## config.mk

```make
export PLATFORM = sky130hd
export DESIGN_NAME = button_debounce
export DESIGN_NICKNAME = d
export VERILOG_FILES = /design/src/rtl/debounce_pkg.sv /design/src/rtl/sync_2ff.sv /design/src/rtl/button_debounce.sv
export SDC_FILE = /design/constraint.sdc
export NUM_CORES = 1
export LEC_CHECK = 0
export CAP_MARGIN = 20
export CORE_MARGIN = 2
export CORE_UTILIZATION = 26
export DETAILED_ROUTE_END_ITERATION = 8
export PLACE_DENSITY = 0.4
export SLEW_MARGIN = 10
export SYNTH_ARGS = -nofsm -noshare
export SYNTH_HDL_FRONTEND = slang
export SYNTH_SLANG_ARGS = --single-unit
```

## constraint.sdc

```tcl
create_clock -name clk -period 1.64 [get_ports clk]
set_input_delay 0.328 -clock clk [delete_from_list [all_inputs] [get_ports clk]]
set_output_delay 0.328 -clock clk [all_outputs]
set_load 0.02 [all_outputs]
```

## src/rtl/debounce_pkg.sv

```systemverilog
// Shared types and default configuration for the pushbutton debouncer.
package debounce_pkg;

  // Default consecutive synchronized samples needed to accept a level change.
  localparam int unsigned DefStableCycles = 16;
  // Default cycles spent in StHeld before the first auto-repeat strobe.
  localparam int unsigned DefRepeatDelay  = 256;
  // Default cycles between later auto-repeat strobes.
  localparam int unsigned DefRepeatPeriod = 64;

  typedef enum logic [1:0] {
    StIdle,
    StPressWait,
    StHeld,
    StReleaseWait
  } state_e;

endpackage

```

## src/rtl/sync_2ff.sv

```systemverilog
// Two-flop synchronizer bringing an asynchronous input into the clk domain.
module sync_2ff (
  input  logic clk,
  input  logic reset,
  input  logic d,
  output logic q
);

  logic r_s1;
  logic r_s2;

  // Metastability filter: both flops clear on reset.
  always_ff @(posedge clk or posedge reset) begin
    if (reset) begin
      r_s1 <= 1'b0;
      r_s2 <= 1'b0;
    end else begin
      r_s1 <= d;
      r_s2 <= r_s1;
    end
  end

  assign q = r_s2;

endmodule

```

## src/rtl/button_debounce.sv

```systemverilog
// Pushbutton debouncer: synchronizes btn_in, accepts a level change only after
// STABLE_CYCLES consistent samples, and emits a one-cycle strobe per press.
// Optional auto-repeat while held is enabled by defining
// BUTTON_DEBOUNCE_AUTOREPEAT_EN; otherwise REPEAT_DELAY/REPEAT_PERIOD are unused.
// REPEAT_DELAY and REPEAT_PERIOD must be >= 2 so strobes never touch.
module button_debounce
  import debounce_pkg::*;
#(
  parameter int unsigned STABLE_CYCLES = DefStableCycles,
  parameter int unsigned REPEAT_DELAY  = DefRepeatDelay,
  parameter int unsigned REPEAT_PERIOD = DefRepeatPeriod
) (
  input  logic clk,
  input  logic reset,
  input  logic btn_in,
  output logic level_out,
  output logic pulse_out
);

  localparam int unsigned CntW = $clog2(STABLE_CYCLES) + 1;
  localparam logic [CntW-1:0] CntOne  = CntW'(1);
  localparam logic [CntW-1:0] CntLast = CntW'(STABLE_CYCLES - 1);
  localparam logic [CntW-1:0] CntMax  = '1;

  logic          w_s2;
  logic [CntW-1:0] w_cnt_inc;
  state_e        r_state;
  logic [CntW-1:0] r_cnt;
  logic          r_level;
  logic          r_pulse;

`ifdef BUTTON_DEBOUNCE_AUTOREPEAT_EN
  localparam int unsigned RepMax = (REPEAT_DELAY > REPEAT_PERIOD) ? REPEAT_DELAY : REPEAT_PERIOD;
  localparam int unsigned RepW   = $clog2(RepMax + 1);
  localparam logic [RepW-1:0] RepDelay  = RepW'(REPEAT_DELAY);
  localparam logic [RepW-1:0] RepPeriod = RepW'(REPEAT_PERIOD);

  logic [RepW-1:0] r_rep;
  // Low while waiting out the initial delay, high once periodic repeats run.
  logic            r_rep_phase;
  logic [RepW-1:0] w_rep_inc;
  logic            w_rep_hit;

  // Repeat counter increment and target match for the current phase.
  always_comb begin
    w_rep_inc = r_rep + RepW'(1);
    w_rep_hit = (w_rep_inc == (r_rep_phase ? RepPeriod : RepDelay));
  end
`else
  logic w_unused_cfg;
  assign w_unused_cfg = ^{REPEAT_DELAY, REPEAT_PERIOD};
`endif

  sync_2ff u_sync (
    .clk   (clk),
    .reset (reset),
    .d     (btn_in),
    .q     (w_s2)
  );

  // Saturating increment so the stability counter can never wrap.
  always_comb begin
    w_cnt_inc = (r_cnt == CntMax) ? r_cnt : r_cnt + CntOne;
  end

  // Debounce FSM with registered level and strobe outputs.
  always_ff @(posedge clk or posedge reset) begin
    if (reset) begin
      r_state <= StIdle;
      r_cnt   <= '0;
      r_level <= 1'b0;
      r_pulse <= 1'b0;
`ifdef BUTTON_DEBOUNCE_AUTOREPEAT_EN
      r_rep       <= '0;
      r_rep_phase <= 1'b0;
`endif
    end else begin
      r_pulse <= 1'b0;
`ifdef BUTTON_DEBOUNCE_AUTOREPEAT_EN
      // Held outside StHeld at zero so every entry restarts the initial delay.
      r_rep       <= '0;
      r_rep_phase <= 1'b0;
`endif
      unique case (r_state)
        StIdle: begin
          if (w_s2) begin
            r_state <= StPressWait;
            r_cnt   <= CntOne;
          end
        end
        StPressWait: begin
          if (!w_s2) begin
            r_state <= StIdle;
            r_cnt   <= '0;
          end else if (r_cnt >= CntLast) begin
            r_state <= StHeld;
            r_cnt   <= '0;
            r_level <= 1'b1;
            r_pulse <= 1'b1;
          end else begin
            r_cnt <= w_cnt_inc;
          end
        end
        StHeld: begin
          if (!w_s2) begin
            r_state <= StReleaseWait;
            r_cnt   <= CntOne;
          end
`ifdef BUTTON_DEBOUNCE_AUTOREPEAT_EN
          else if (w_rep_hit) begin
            r_pulse     <= 1'b1;
            r_rep       <= '0;
            r_rep_phase <= 1'b1;
          end else begin
            r_rep       <= w_rep_inc;
            r_rep_phase <= r_rep_phase;
          end
`endif
        end
        StReleaseWait: begin
          if (w_s2) begin
            // Short release: back to held without a new strobe.
            r_state <= StHeld;
            r_cnt   <= '0;
          end else if (r_cnt >= CntLast) begin
            r_state <= StIdle;
            r_cnt   <= '0;
            r_level <= 1'b0;
          end else begin
            r_cnt <= w_cnt_inc;
          end
        end
        default: begin
          r_state <= StIdle;
          r_cnt   <= '0;
        end
      endcase
    end
  end

  assign level_out = r_level;
  assign pulse_out = r_pulse;

endmodule

```

; ---- After elaboration in Yosys (flattened, before gate mapping)
; Index checks and enable logic that the tools add are counted.
[word_totals]
output_inout_bits = 2
ff_bits = 11
wordCells = 47
in_bits = 3
[op_classes]
add_sub_neg = 1
n_reduce_logical = 5
magnitude_cmp = 1
n_eq_ne = 12
mux = 22
[op_table]
columns = op, count
row1 = 2-to-1 mux 5 bit, 6
row2 = one-hot mux 5 bit (4 select lines), 1
row3 = 2-to-1 mux 2 bit, 6
row4 = "inequality test 2 bit, second input constant", 4
row5 = one-hot mux 2 bit (4 select lines), 1
row6 = 2-to-1 mux 1 bit, 7
row7 = "adder 5 x 1 -> 5 bit, second input constant", 1
row8 = "equality test 5 bit, second input constant", 1
row9 = ">= comparator 5 x 4 -> 1 bit, second input constant", 1
row10 = AND reduction 5 bit, 1
row11 = "equality test 2 bit, second input constant", 2
row12 = "inequality test 2 x 1 -> 1 bit, second input constant", 2
row13 = AND reduction 4 bit, 1
row14 = "inequality test 3 x 2 -> 1 bit, second input constant", 1
row15 = "inequality test 3 bit, second input constant", 1
row16 = "equality test 2 x 1 -> 1 bit, second input constant", 1
row17 = logical NOT 2 bit, 1
row18 = one-hot mux 1 bit (2 select lines), 1
row19 = AND reduction 2 bit, 1
row20 = nonzero test 2 bit, 1

; ---- Depth between registers and ports, before layout
[depth]
ltp_word = 5
mapped_depth = 4
ltp_nobuf = 4

; ---- By module
; A second synthesis with hierarchy kept.
[hier_totals]
cells_unflattened = 45
hier_area_um2 = 521.8
[by_module_without_submodules]
columns = mod, cells_per_inst, n_inst, area_each_um2, seq_area_each_um2
row1 = button_debounce, 42, 1, 467.9, 225.2
row2 = sync_2ff, 3, 1, 53.8, 50.0

; ---- Least setup slack after synthesis
; OpenSTA, ideal clock, no wires.
[synth_timing]
path_type = reg-to-reg
from = register r_cnt[0]
to = register (tool-made name)
setup_time_ns = 0.128
t_arrival_ns = 1.299
stages_incl_launch_ff = 5
path_slack_ns = 0.213
n_path_buf = 0
cell_sequence = dfrtp_1 -> ha_1 -> a211oi_4 -> nor3_2 -> mux2_1
[synth_lines]
columns = element, line
row1 = "start, declared", button_debounce.sv:28  ; logic [CntW-1:0] r_cnt;
row2 = "start signal, assigned", button_debounce.sv:88  ; r_cnt <= CntOne;
row3 = "start signal, assigned", button_debounce.sv:101  ; r_cnt <= w_cnt_inc;
row4 = "start signal, assigned", button_debounce.sv:107  ; r_cnt <= CntOne;

; ---- Worst setup path in the final report
[layout_timing]
from = register r_pulse (netlist: pulse_out)
to = output port pulse_out
[layout_lines]
columns = element, line
row1 = "start, declared", button_debounce.sv:30  ; logic r_pulse;
row2 = "start signal, assigned", button_debounce.sv:72  ; r_pulse <= 1'b0;
row3 = "start signal, assigned", button_debounce.sv:78  ; r_pulse <= 1'b0;
row4 = "start signal, assigned", button_debounce.sv:99  ; r_pulse <= 1'b1;
row5 = "end, declared", button_debounce.sv:17  ; output logic pulse_out
; No word-level cell between the ends.

==> Implementation_results.wiki <==
{| class="wikitable"
! Metric !! Value
|-
| Clock input transition at the sequential cells of the worst setup and hold paths || 0.07 ns
|-
| Placeable core region || 0.00194 mm2
|-
| H-tree depth || 1
|-
| Length of the first detailed-routing pass in iterations || 4
|-
| Number of enable flip-flop cells after synthesis || 0
|-
| Final Setup Violations || 0
|-
| Mean instance size in the synthesized netlist || 11.5 um2
|-
| Wire length of the first global-routing pass || 1730 um
|-
| Launch instance of the worst register-to-register path || r_cnt[1]$_DFFE_PP0P_
|-
| Power per standard cell area || 892 mW/mm2
|-
| Critical path's top delay family || buffers and inverters
|-
| Syn Nets || 50
|-
| Overall global routing resource usage || 0.102
|-
| Count of synthesis-stage warnings from yosys || 0
|-
| Number of distinct library cells after synthesis || 25
|-
| Highest cell delay on the worst timing path || 0.60 ns
|-
| Destination of the critical timing path || pulse_out
|-
| Antenna cell count || 0
|-
| Number of buffers added by the clock tree synthesis step || 3
|-
| Average via count per standard cell || 4.62
|-
| Worst setup timing slack at the placement stage || 0.144 ns
|-
| Number of violations of the max-capacitance limit || 0
|-
| Worst Max-Slew Pin Slew || 0.423 ns
|-
| FF-to-FF path depth || 4
|-
| Sum of routed wire length over all layers || 972 um
|-
| Critical-path top delay cell || sky130_fd_sc_hd__clkdlybuf4s50_1
|-
| Boundary Pins || 5
|-
| Arr. time, crit path || 1.20 ns
|-
| Sinks on Clock Net || 11
|-
| Remaining Overflow, GRT || 0
|-
| Primary flip-flop cell chosen by synthesis mapping || sky130_fd_sc_hd__dfrtp_1
|-
| Post-layout instance count excluding filler cells || 82
|-
| Hold/Removal Path Class || in -> async
|-
| Worst setup path start || pulse_out$_DFF_PP0_
|-
| Vias in the first global route || 377
|-
| Register area share after synthesis || 0.521
|-
| Chain of cells forming the critical path || clkdlybuf4s50_1
|-
| Leading area contributor after synthesis || sky130_fd_sc_hd__dfrtp_1
|-
| Fin nets || 60
|-
| Average wire per cell in the routed design || 11.9 um
|-
| CP Depth || 1
|-
| Initial Utilization || 0.272
|-
| Overall die width || 49.1 um
|-
| Mapped Cells || 46
|-
| Slew Limit Fails || 0
|-
| TritonCTS clock tree || built
|-
| Number of I/O port buffers || 4
|-
| Maximum operating frequency || 655 MHz
|-
| Number of rows created at floorplan || 16
|-
| Total via count after detailed routing || 379
|-
| Crit path capture type || output pin
|-
| Final Hold Viols || 0
|-
| Outcome || finished clean
|-
| Setup CP Type || reg -> out
|-
| Leakage power total || 0.000265 uW
|-
| Die Outline Area || 0.00241 mm2
|-
| Most common cell after layout, fill and taps aside || sky130_fd_sc_hd__dfrtp_1
|-
| Number of storage elements in the synthesis netlist || 11
|-
| Startpoint class of the critical path || flop
|-
| Area of the mapped netlist || 528 um2
|-
| Biggest area contributors in the synthesized netlist || sky130_fd_sc_hd__dfrtp_1 52%, sky130_fd_sc_hd__a211oi_4 3.8%, sky130_fd_sc_hd__nand3_1 3.8%
|-
| Setup clock skew after layout || 0.00208 ns
|-
| Final setup margin || 0.114 ns
|-
| Most frequent cells in the layout || 11 x sky130_fd_sc_hd__dfrtp_1, 4 x sky130_fd_sc_hd__nand3_1, 3 x sky130_fd_sc_hd__inv_1, 3 x sky130_fd_sc_hd__clkbuf_4, 3 x sky130_fd_sc_hd__clkdlybuf4s50_1
|-
| Max VDD drop || 322 uV
|-
| DP Wirelength || 736 um
|-
| Final period utilization || 0.930
|-
| Pin count of the biggest net entering global routing || 12
|-
| Setup TNS after final layout || 0 ns
|-
| Max-Slew Margin vs Limit || 0.718
|-
| Routed Antenna Nets || 0
|-
| Drc violations || 0
|-
| Max Root-Sink Buffers || 2
|-
| Skew-Pair Late Insertion Delay || 0.27 ns
|-
| Setup slack, reg-to-reg || 0.12 ns
|-
| Initial antenna violation count || 0
|-
| Initial drt markers || 3
|-
| Clock Tree Root || sky130_fd_sc_hd__clkbuf_4
|-
| Buffering stage count on the worst path with inverters included || 1
|-
| Number of setup buffers added after CTS || 0
|-
| Final GP Congestion || 0.707
|-
| Unrepaired setup endpoints after global routing || no
|-
| Top cell type's share of synthesized area || 0.521
|-
| Post-synthesis to final-layout area growth || 20.9%
|-
| Filler cells || 209
|-
| Die outline height || 49.1 um
|-
| Instance count after placement with tap cells included || 78
|-
| Critical Path RT || 1.31 ns
|-
| Share of synthesized registers carrying an async set or reset || 1.00
|-
| Clock period minus final worst setup slack || 1.53 ns
|-
| Fraction of layout instances using a drive strength above 1 || 0.164
|-
| Critical Path Fanout Max || 1
|}
[worst register-to-register path, cell delays in order (launching register included)]
cell,delay (ns)
sky130_fd_sc_hd__dfrtp_1,0.44
sky130_fd_sc_hd__ha_1,0.29
sky130_fd_sc_hd__a211oi_4,0.26
sky130_fd_sc_hd__nor3_2,0.08
sky130_fd_sc_hd__mux2_1,0.32
[synthesized netlist by cell type, types with 2 or more instances]
library cell               number
sky130_fd_sc_hd__a31oi_1        2
sky130_fd_sc_hd__inv_1          3
sky130_fd_sc_hd__nand3b_1       2
sky130_fd_sc_hd__dfrtp_1       11
sky130_fd_sc_hd__nor2b_1        2
sky130_fd_sc_hd__nand3_1        4
sky130_fd_sc_hd__nand2_1        2
sky130_fd_sc_hd__and3_1         2
sky130_fd_sc_hd__nand4_1        2
[worst min path at each step]
stage | startpoint | end | cells after the start
5_1_grt | u_sync.r_s1$_DFF_PP0_ | u_sync.q$_DFF_PP0_ | 0
6_report | reset | r_cnt[2]$_DFFE_PP0P_ | 2
4_1_cts | reset | r_cnt[2]$_DFFE_PP0P_ | 2
2_1_floorplan | reset | async pin | 1
3_3_place_gp | u_sync.r_s1$_DFF_PP0_ | u_sync.q$_DFF_PP0_ | 0
3_5_place_dp | u_sync.r_s1$_DFF_PP0_ | u_sync.q$_DFF_PP0_ | 0
[layout make-up]
| cell class | instances | area, um2 | share of cell area |
|---|---|---|---|
| clock buffers | 4 | 26.3 | 0.0412 |
| inverters | 3 | 11.3 | 0.0176 |
| multi-input cells | 32 | 241 | 0.378 |
| flip-flops and latches | 11 | 275 | 0.431 |
| well taps | 27 | 33.8 | 0.0529 |
| repair buffers | 5 | 50.0 | 0.0784 |
[report_power, final]
group,switching (uW),internal (uW),leakage (uW)
registers,19.8,286,0.000138
clock network,94.7,94.2,0.0000150
logic,40.3,34.1,0.000112
[per-layer routing]
metal,routed length (um),share of wire,up-vias,track usage
met1,460,0.47,175,0.118
met2,425,0.44,8,0.137
met3,47,0.048,6,0.0460
met5,0,0,-,0
li1,-,-,190,-
met4,38,0.039,0,0.0952
[through the flow]
step	total power, uW	util	instance area [um2]	hold slack, ns
6_report	569	0.329	638	0.350
5_1_grt	608	0.329	638	0.366
4_1_cts	581	0.327	636	0.368
3_5_place_dp	386	0.314	609	0.347
3_3_place_gp	385	0.314	609	0.344
2_1_floorplan	361	-	528	0.180
[what timing repair did]
action,CTS,global route
hold buffers,0,0
gates resized for setup,0,1
endpoints found under the setup margin,0,1
[flip-flops by register name (all words and copies together), names as in the netlist, named ones only]
signal	cells
u_sync.q	1
r_state	1
u_sync.r_s1	1
level_out	1
pulse_out	1
r_cnt	5
[logic make-up (layout without fill, tap and decap cells)]
kind of cell | Yosys count | in the layout | synth area share
buffers and inverters | 3 | 12 | 0.0213
adders and majority gates | 1 | 1 | 0.0237
xor gates and xnor gates | 2 | 2 | 0.0474
DFF | 11 | 11 | 0.521
AOI/OAI and AO/OA | 10 | 10 | 0.161
muxes | 1 | 1 | 0.0213
and+or+nand+nor | 18 | 18 | 0.204
No activity file was read; power rests on OpenSTA's default activity.
